===== config.mk =====
export PLATFORM = sky130hd
export DESIGN_NAME = sensor_debounce_flat
export DESIGN_NICKNAME = d
export VERILOG_FILES = /design/src/rtl/sensor_pkg.sv /design/src/rtl/sensor_debounce_if.sv /design/src/rtl/debounce_channel.sv /design/src/rtl/sensor_debounce.sv /design/src/flat_wrapper.sv
export SDC_FILE = /design/constraint.sdc
export NUM_CORES = 1
export LEC_CHECK = 0
export ABC_AREA = 1
export BUFFER_PORTS_ARGS = -buffer_cell sky130_fd_sc_hd__buf_2
export CORE_MARGIN = 2
export CORE_UTILIZATION = 55
export CTS_BUF_LIST = sky130_fd_sc_hd__clkbuf_4 sky130_fd_sc_hd__clkbuf_8 sky130_fd_sc_hd__clkbuf_16
export DETAILED_ROUTE_END_ITERATION = 10
export PLACE_DENSITY = 0.84
export SYNTH_ARGS = -nofsm -noshare
export SYNTH_HDL_FRONTEND = slang
export SYNTH_SLANG_ARGS = --single-unit

===== constraint.sdc =====
create_clock -name mClk -period 1.5 [get_ports mClk]
set_input_delay 0.3 -clock mClk [delete_from_list [all_inputs] [get_ports mClk]]
set_output_delay 0.3 -clock mClk [all_outputs]
set_load 0.05 [all_outputs]

===== src/rtl/sensor_pkg.sv =====
// Shared constants and helpers for the sensor debounce block.
package sensor_pkg;

   localparam int unsigned N_CH_DEFAULT = 4;

   // Channel assignment used by the crossing controller
   localparam int unsigned TRAIN_A = 0;
   localparam int unsigned TRAIN_B = 1;
   localparam int unsigned GATE_UP = 2;
   localparam int unsigned GATE_DN = 3;

   // Counter width able to hold 0..ticks
   function automatic int unsigned CNT_W(input int unsigned ticks);
      if (ticks <= 1) return 1;
      return $clog2(ticks + 1);
   endfunction

endpackage


===== src/rtl/sensor_debounce_if.sv =====
// Slow-clock input, raw sensors and debounced outputs of the sensor debounce block.
interface sensor_debounce_if
   import sensor_pkg::*;
#(
   parameter int unsigned N_CH = N_CH_DEFAULT
);

   logic            Clk190;
   logic [N_CH-1:0] sensor_in;
   logic [N_CH-1:0] sensor_level;
   logic [N_CH-1:0] sensor_rise;
   logic [N_CH-1:0] sensor_fall;
   logic            tick;

   modport master (
      output Clk190,
      output sensor_in,
      input  sensor_level,
      input  sensor_rise,
      input  sensor_fall,
      input  tick
   );

   modport slave (
      input  Clk190,
      input  sensor_in,
      output sensor_level,
      output sensor_rise,
      output sensor_fall,
      output tick
   );

endinterface


===== src/rtl/debounce_channel.sv =====
// One sensor channel: 2-flop synchronizer, tick-qualified counter, level and edge pulses.
module debounce_channel
   import sensor_pkg::*;
#(
   parameter int unsigned DEBOUNCE_TICKS = 4,
   parameter bit          RESET_LEVEL    = 1'b0
) (
   input  logic clk,
   input  logic rst,
   input  logic tick,
   input  logic raw,
   output logic level,
   output logic rise,
   output logic fall
);

   localparam int unsigned CW      = CNT_W(DEBOUNCE_TICKS);
   localparam logic [CW-1:0] CNT_MAX = CW'(DEBOUNCE_TICKS - 1);

   logic          sync_q;
   logic          s;
   logic [CW-1:0] cnt;
   logic [CW-1:0] cnt_d;
   logic          level_d;
   logic          rise_d;
   logic          fall_d;

   always_ff @(posedge clk or posedge rst) begin
      if (rst) begin
         sync_q <= RESET_LEVEL;
         s      <= RESET_LEVEL;
         cnt    <= '0;
         level  <= RESET_LEVEL;
         rise   <= 1'b0;
         fall   <= 1'b0;
      end else begin
         sync_q <= raw;
         s      <= sync_q;
         cnt    <= cnt_d;
         level  <= level_d;
         rise   <= rise_d;
         fall   <= fall_d;
      end
   end

   // Qualification: any sample matching the current level restarts the count
   always_comb begin
      cnt_d   = cnt;
      level_d = level;
      rise_d  = 1'b0;
      fall_d  = 1'b0;
      if (tick) begin
         if (s == level) begin
            cnt_d = '0;
         end else if (cnt == CNT_MAX) begin
            cnt_d   = '0;
            level_d = s;
            rise_d  = s;
            fall_d  = ~s;
         end else begin
            cnt_d = cnt + CW'(1);
         end
      end
   end

endmodule


===== src/rtl/sensor_debounce.sv =====
// Turns Clk190 rising edges into mClk strobes and debounces N_CH sensor inputs on them.
module sensor_debounce
   import sensor_pkg::*;
#(
   parameter int unsigned N_CH           = N_CH_DEFAULT,
   parameter int unsigned DEBOUNCE_TICKS = 4,
   parameter bit          RESET_LEVEL    = 1'b0
) (
   input  logic             mClk,
   input  logic             Reset,
   sensor_debounce_if.slave bus
);

   logic            clk190_q;
   logic            tick_q;
   logic [N_CH-1:0] level;
   logic [N_CH-1:0] rise;
   logic [N_CH-1:0] fall;

   // clk190_q resets high so an already-high Clk190 gives no tick at release
   always_ff @(posedge mClk or posedge Reset) begin
      if (Reset) begin
         clk190_q <= 1'b1;
         tick_q   <= 1'b0;
      end else begin
         clk190_q <= bus.Clk190;
         tick_q   <= bus.Clk190 & ~clk190_q;
      end
   end

   for (genvar i = 0; i < N_CH; i++) begin : g_ch
      debounce_channel #(
         .DEBOUNCE_TICKS (DEBOUNCE_TICKS),
         .RESET_LEVEL    (RESET_LEVEL)
      ) u_ch (
         .clk   (mClk),
         .rst   (Reset),
         .tick  (tick_q),
         .raw   (bus.sensor_in[i]),
         .level (level[i]),
         .rise  (rise[i]),
         .fall  (fall[i])
      );
   end

   assign bus.tick         = tick_q;
   assign bus.sensor_level = level;
   assign bus.sensor_rise  = rise;
   assign bus.sensor_fall  = fall;

endmodule

===== src/flat_wrapper.sv =====
// flat-port wrapper written by rule: the top's interface ports become plain ports
module sensor_debounce_flat import sensor_pkg::*;
#(
   parameter int unsigned N_CH           = N_CH_DEFAULT,
   parameter int unsigned DEBOUNCE_TICKS = 4,
   parameter bit          RESET_LEVEL    = 1'b0
)
  (mClk, Reset, bus_Clk190, bus_sensor_in, bus_sensor_level, bus_sensor_rise, bus_sensor_fall, bus_tick);
  sensor_debounce_if #(.N_CH(N_CH)) bus_i ();
  input  logic mClk;
  input  logic Reset;
  input wire logic [$bits(bus_i.Clk190)-1:0] bus_Clk190;
  input wire logic [$bits(bus_i.sensor_in)-1:0] bus_sensor_in;
  output wire logic [$bits(bus_i.sensor_level)-1:0] bus_sensor_level;
  output wire logic [$bits(bus_i.sensor_rise)-1:0] bus_sensor_rise;
  output wire logic [$bits(bus_i.sensor_fall)-1:0] bus_sensor_fall;
  output wire logic [$bits(bus_i.tick)-1:0] bus_tick;
  assign bus_i.Clk190 = bus_Clk190;
  assign bus_i.sensor_in = bus_sensor_in;
  assign bus_sensor_level = bus_i.sensor_level;
  assign bus_sensor_rise = bus_i.sensor_rise;
  assign bus_sensor_fall = bus_i.sensor_fall;
  assign bus_tick = bus_i.tick;
  sensor_debounce #(.N_CH(N_CH), .DEBOUNCE_TICKS(DEBOUNCE_TICKS), .RESET_LEVEL(RESET_LEVEL)) u_core (.mClk(mClk), .Reset(Reset), .bus(bus_i));
endmodule

# Word-level counts from Yosys, hierarchy flattened
# Cells that the tools add are included.
[word_totals]
wordCells = 84
output_inout_bits = 13
input_bits = 7
regBits = 34
[op_classes]
bitwise = 10
reduce_logical = 4
addsub = 4
eq_ne = 8
n_mux = 32
[op_table]
columns = ["cell", "count"]
rows = [
  ["1-bit two-way mux", 24],
  ["3-bit two-way mux", 8],
  ["3-bit by 1-bit adder with 3-bit output, second input constant", 4],
  ["3-bit by 2-bit equality test with 1-bit output, second input constant", 4],
  ["3-bit AND reduction", 4],
  ["1-bit inverter", 9],
  ["1-bit equality test", 4],
  ["1-bit AND", 1],
]

# Longest topological paths before layout
[depth]
word_depth = 4
depth_mapped = 5
mapped_depth_nobuf = 5

# Cells and area by module
# A second synthesis with hierarchy kept.
[unflattened]
hier_cells = 137
area_unflattened_um2 = 1391.3
[by_module_without_submodules]
columns = ["mod", "n_inst", "area_per_inst_um2", "cells_per_inst", "seq_area_each_um2"]
rows = [
  ["debounce_channel", 4, 331.6, 33, 200.2],
  ["sensor_debounce", 1, 65.1, 5, 51.3],
]

# Least setup slack after synthesis
# OpenSTA, ideal clock, no wires.
[synth_timing]
path_type = "register to register"
startpoint = "register u_core.tick_q (netlist: u_core.bus.tick)"
endpoint = "register u_core.g_ch[0].u_ch.cnt[0]"
stages_incl_launch_ff = 5
n_path_buf = 1
synth_period_minus_slack_ns = 1.280
required_time_ns = 1.383
setup_time_ns = 0.117
t_arrival_ns = 1.163
path_slack_ns = 0.220
path_cell_list = "dfrtp_1 > inv_1 > buf_4 > nand2_1 > nand2_1"
[synth_lines]
columns = ["item", "line_no", "source"]
rows = [
  ["from (decl)", "sensor_debounce.sv:15", "logic tick_q;"],
  ["from (signal assigned)", "sensor_debounce.sv:27", "tick_q <= bus.Clk190 & ~clk190_q;"],
  ["to (signal assigned)", "debounce_channel.sv:39", "cnt <= cnt_d;"],
  ["to (decl)", "debounce_channel.sv:22", "logic [CW-1:0] cnt;"],
]

# Worst setup path in the final report
[layout_timing]
startpoint = "register u_core.tick_q (netlist: u_core.bus.tick)"
endpoint = "output port bus_tick"
[layout_lines]
columns = ["item", "line_no", "source"]
rows = [
  ["to (decl)", "flat_wrapper.sv:17", "output wire logic [$bits(bus_i.tick)-1:0] bus_tick;"],
]
# No word-level cell between the ends.

==> run_summary.xml <==
<?xml version="1.0" encoding="UTF-8"?>
<metrics>
  <group name="global_routing">
    <metric name="grt-ovfl-total" unit="">0</metric>
    <metric name="grt_max_degree" unit="">35</metric>
    <metric name="grt_pass1_wl" unit="µm">4290</metric>
    <metric name="gr-usage-all-layers" unit="%">18.1</metric>
    <metric name="number_of_global_route_vias_before_repair" unit="">1057</metric>
    <metric name="antenna_found_initial" unit="">0</metric>
  </group>
  <group name="power_and_ir_drop">
    <metric name="logic_pwr_share" unit="%">24.2</metric>
    <metric name="internal_power" unit="µW">1500</metric>
    <metric name="ir_drop" unit="mV">0.983</metric>
    <metric name="pwr-share-seq" unit="%">51.1</metric>
    <metric name="net-switching-power" unit="µW">771</metric>
    <metric name="swShare" unit="%">34.0</metric>
    <metric name="total_leakage_power" unit="µW">0.000881</metric>
    <metric name="share_clk_of_total_power" unit="%">24.6</metric>
    <metric name="power_density" unit="nW/µm²">1450</metric>
  </group>
  <group name="floorplan">
    <metric name="floorplan.rows" unit="">18</metric>
    <metric name="fp.dieW" unit="µm">55.5</metric>
    <metric name="floorplan.io_pins" unit="">20</metric>
    <metric name="die_footprint" unit="µm²">3080</metric>
    <metric name="effective_utilization_at_floorplan" unit="%">58.3</metric>
    <metric name="floorplan.core_area" unit="µm²">2500</metric>
    <metric name="dieHeight" unit="µm">55.5</metric>
  </group>
  <group name="timing">
    <metric name="finalHoldViolations" unit="">0</metric>
    <metric name="post_route_minimum_period" unit="ps">1420</metric>
    <metric name="drv_slew" unit="">0</metric>
    <metric name="fin_worst_skew" unit="ps">15.6</metric>
    <metric name="normalized_max_slew_margin" unit="%">70.6</metric>
    <metric name="fmax" unit="MHz">706</metric>
    <metric name="fin_ws" unit="ps">83.4</metric>
    <metric name="worst-slew-pin-transition" unit="ps">440</metric>
    <metric name="setup_violations" unit="">0</metric>
    <metric name="final_min_period_over_clock_period" unit="%">94.4</metric>
    <metric name="unrepaired_setup_endpoints_after_global_routing" unit="">false</metric>
    <metric name="setup_total_negative_slack" unit="ps">0</metric>
  </group>
  <group name="job">
    <metric name="max_cap_violations" unit="">0</metric>
  </group>
  <group name="drt">
    <metric name="route.vias.total" unit="">1035</metric>
    <metric name="detail_route.wl_per_cell" unit="µm">11.3</metric>
    <metric name="via_per_inst" unit="">5.12</metric>
    <metric name="wirelength" unit="µm">2290</metric>
    <metric name="drt_first_iter_violations" unit="">34</metric>
    <metric name="drtPass1Iterations" unit="">4</metric>
    <metric name="drc" unit="">0</metric>
    <metric name="drt.antenna.violating_nets" unit="">0</metric>
  </group>
  <group name="logic_synthesis">
    <metric name="synth_largest_type_area_fraction" unit="%">56.7</metric>
    <metric name="mappedNetlistNets" unit="">168</metric>
    <metric name="post_synth_and_or_nand_nor_area_fraction" unit="%">23.1</metric>
    <metric name="fraction_of_the_mapped_netlist_area_in_compound_gates" unit="%">2.92</metric>
    <metric name="dominant_combinational_cell_family_by_area_after_synthesis" unit="">simple AND/OR/NAND/NOR gates</metric>
    <metric name="synth.largest_area_cell" unit="">dfrtp_1</metric>
    <metric name="avg_synthesized_cell_area" unit="µm²">9.28</metric>
    <metric name="synth_xor_area_share" unit="%">0</metric>
    <metric name="synth_cell_types" unit="">14</metric>
    <metric name="synth_seq_area_share" unit="%">58.5</metric>
    <metric name="post_synth_fa_ha_maj_area_fraction" unit="%">3.43</metric>
    <metric name="area_contributors_post_synth" unit="">dfrtp_1 (57%), nand2_1 (13%), buf_4 (6.7%), inv_1 (4.6%), nand3_1 (4.1%)</metric>
    <metric name="synth_cells" unit="">157</metric>
    <metric name="mux_contribution_to_synthesized_area" unit="%">0</metric>
    <metric name="number_of_warning_messages_in_the_yosys_log" unit="">0</metric>
    <metric name="synth.cell_area" unit="µm²">1460</metric>
    <metric name="synthesis_stage_register_bit_count" unit="">34</metric>
  </group>
  <group name="cts">
    <metric name="cts_resized" unit="">0</metric>
    <metric name="tritoncts" unit="">yes</metric>
    <metric name="count_of_buffers_added_by_post_cts_timing_repair_for_setup" unit="">0</metric>
    <metric name="cts.clk_slew.worst_paths" unit="ps">110</metric>
    <metric name="numClockSinks" unit="">34</metric>
    <metric name="hold_fix_buffers_at_cts" unit="">0</metric>
    <metric name="cts-buffers-inserted" unit="">5</metric>
    <metric name="worst_skew_pair_later_pin_latency" unit="ps">340</metric>
    <metric name="cts_root_buf" unit="">clkbuf_4</metric>
    <metric name="clock_tree.buffer_depth" unit="">2</metric>
    <metric name="htreeDepth" unit="">2</metric>
  </group>
  <group name="critical_path">
    <metric name="critical_path_class" unit="">flop to output pin</metric>
    <metric name="cp_num_buf_inv" unit="">1</metric>
    <metric name="startpoint_type" unit="">flop</metric>
    <metric name="critPathMaxStageDelay" unit="ps">490</metric>
    <metric name="crit_path_top_delay_cell" unit="">dfrtp_1</metric>
    <metric name="worstSetupEndpointType" unit="">output pin</metric>
    <metric name="path_delay_family" unit="">flip-flops</metric>
    <metric name="worstPathCellList" unit="">clkbuf_4</metric>
    <metric name="timing.critical_path.required" unit="ps">1200</metric>
    <metric name="timing.critical_path.arrival" unit="ps">1120</metric>
    <metric name="path_max_fanout" unit="">9</metric>
  </group>
  <group name="cells_and_area">
    <metric name="multiInputGateArea" unit="µm²">429</metric>
    <metric name="nets" unit="">182</metric>
    <metric name="drive_gt1_share" unit="%">18.6</metric>
    <metric name="seq_area" unit="µm²">852</metric>
    <metric name="flow.area_growth_from_synthesis" unit="%">7.38</metric>
    <metric name="final.fill_count" unit="">185</metric>
    <metric name="non_filler_cell_area_final" unit="µm²">1570</metric>
    <metric name="diodes" unit="">0</metric>
  </group>
  <group name="place">
    <metric name="post-place-ws" unit="ps">329</metric>
    <metric name="gp_congestion" unit="">0.800</metric>
    <metric name="buffer_ports.inserted" unit="">19</metric>
    <metric name="dp.final_hpwl" unit="µm">1680</metric>
    <metric name="detailed_place.area" unit="µm²">1500</metric>
  </group>
  <group name="outcome">
    <metric name="result_of_the_run" unit="">finished clean</metric>
  </group>
  <group name="worst_hold_path">
    <metric name="hold_wc_path_type" unit="">input port to async pin</metric>
  </group>
</metrics>
==> area by class of cell <==
cell class	instances	share of cell area, %
clock buffers	8	4.24
well taps	30	2.40
repair buffers	21	7.19
multi-input cells	91	27.4
flip-flops and latches	34	54.4
inverters	18	4.32
==> state kept, by name (all words and copies together) (netlist names) <==
signal,count
u_core.g_ch.u_ch.cnt,12
u_core.g_ch.u_ch.fall,4
u_core.g_ch.u_ch.level,4
u_core.g_ch.u_ch.rise,4
u_core.g_ch.u_ch.s,4
u_core.g_ch.u_ch.sync_q,4
u_core.bus.tick,1
u_core.clk190_q,1
==> path summary, 6_finish.rpt <==
path	start	to	slack [ps]	cells past startpoint
min in group mClk	bus_sensor_in[1]	u_core.g_ch[1].u_ch.sync_q	70	1
min	Reset	u_core.g_ch[1].u_ch.cnt[0]	20	3
max in group asynchronous	Reset	u_core.clk190_q	1130	3
min reg2reg	u_core.g_ch[1].u_ch.sync_q	u_core.g_ch[1].u_ch.s	350	0
max reg2reg	u_core.bus.tick	u_core.g_ch[0].u_ch.cnt[0]	290	4
max	u_core.bus.tick	bus_tick	80	1
==> cell usage after synthesis, drive strengths merged <==
cell and instances:
a21oi 3, buf 14, dfrtp 33, dfstp 1, ha 4, inv 18
nand2 50, nand3 13, nor2 17, o21ai 1, o21bai 3
==> stage by stage <==
stage / total power (µW) / cells / util [%] / hold slack [ps]
2_1_floorplan: 1640 / 157 / - / 304
3_3_place_gp: 1680 / 194 / 59.9 / 333
3_5_place_dp: 1730 / 194 / 59.9 / 336
4_1_cts: 2300 / 202 / 62.5 / 38.3
5_1_grt: 2410 / 202 / 62.6 / 42.7
6_report: 2270 / 202 / 62.6 / 20.7
==> power groups by stage <==
stage,combinational [µW],sequential (µW),clock (µW)
final,550,1160,559
after global routing,623,1180,605
after CTS,558,1160,579
after detailed placement,559,1170,0
after global placement,521,1160,0
after floorplan,491,1150,0
==> cell families after synthesis <==
logic type / after synthesis
AO/OA/AOI/OAI: 7
adder cells (fa/ha/maj): 4
buffers and inverters: 32
flip-flops: 34
AND/OR/NAND/NOR: 80
==> layout by cell type (no fill, tap or decap), drive strengths merged <==
cell | synthesis | final
nand3 | 13 | 13
nand2 | 50 | 50
a21oi | 3 | 3
dfstp | 1 | 1
inv | 18 | 18
nor2 | 17 | 17
clkbuf | 0 | 9
buf | 14 | 20
o21ai | 1 | 1
dfrtp | 33 | 33
o21bai | 3 | 3
ha | 4 | 4
==> layer usage <==
layer	track usage [%]	share of wire, %
met1	21.3	42
met3	5.62	5.1
met2	28.4	50
met4	11.8	2.3
met5	0	0
Note: power is estimated with default switching activity, not from simulation.
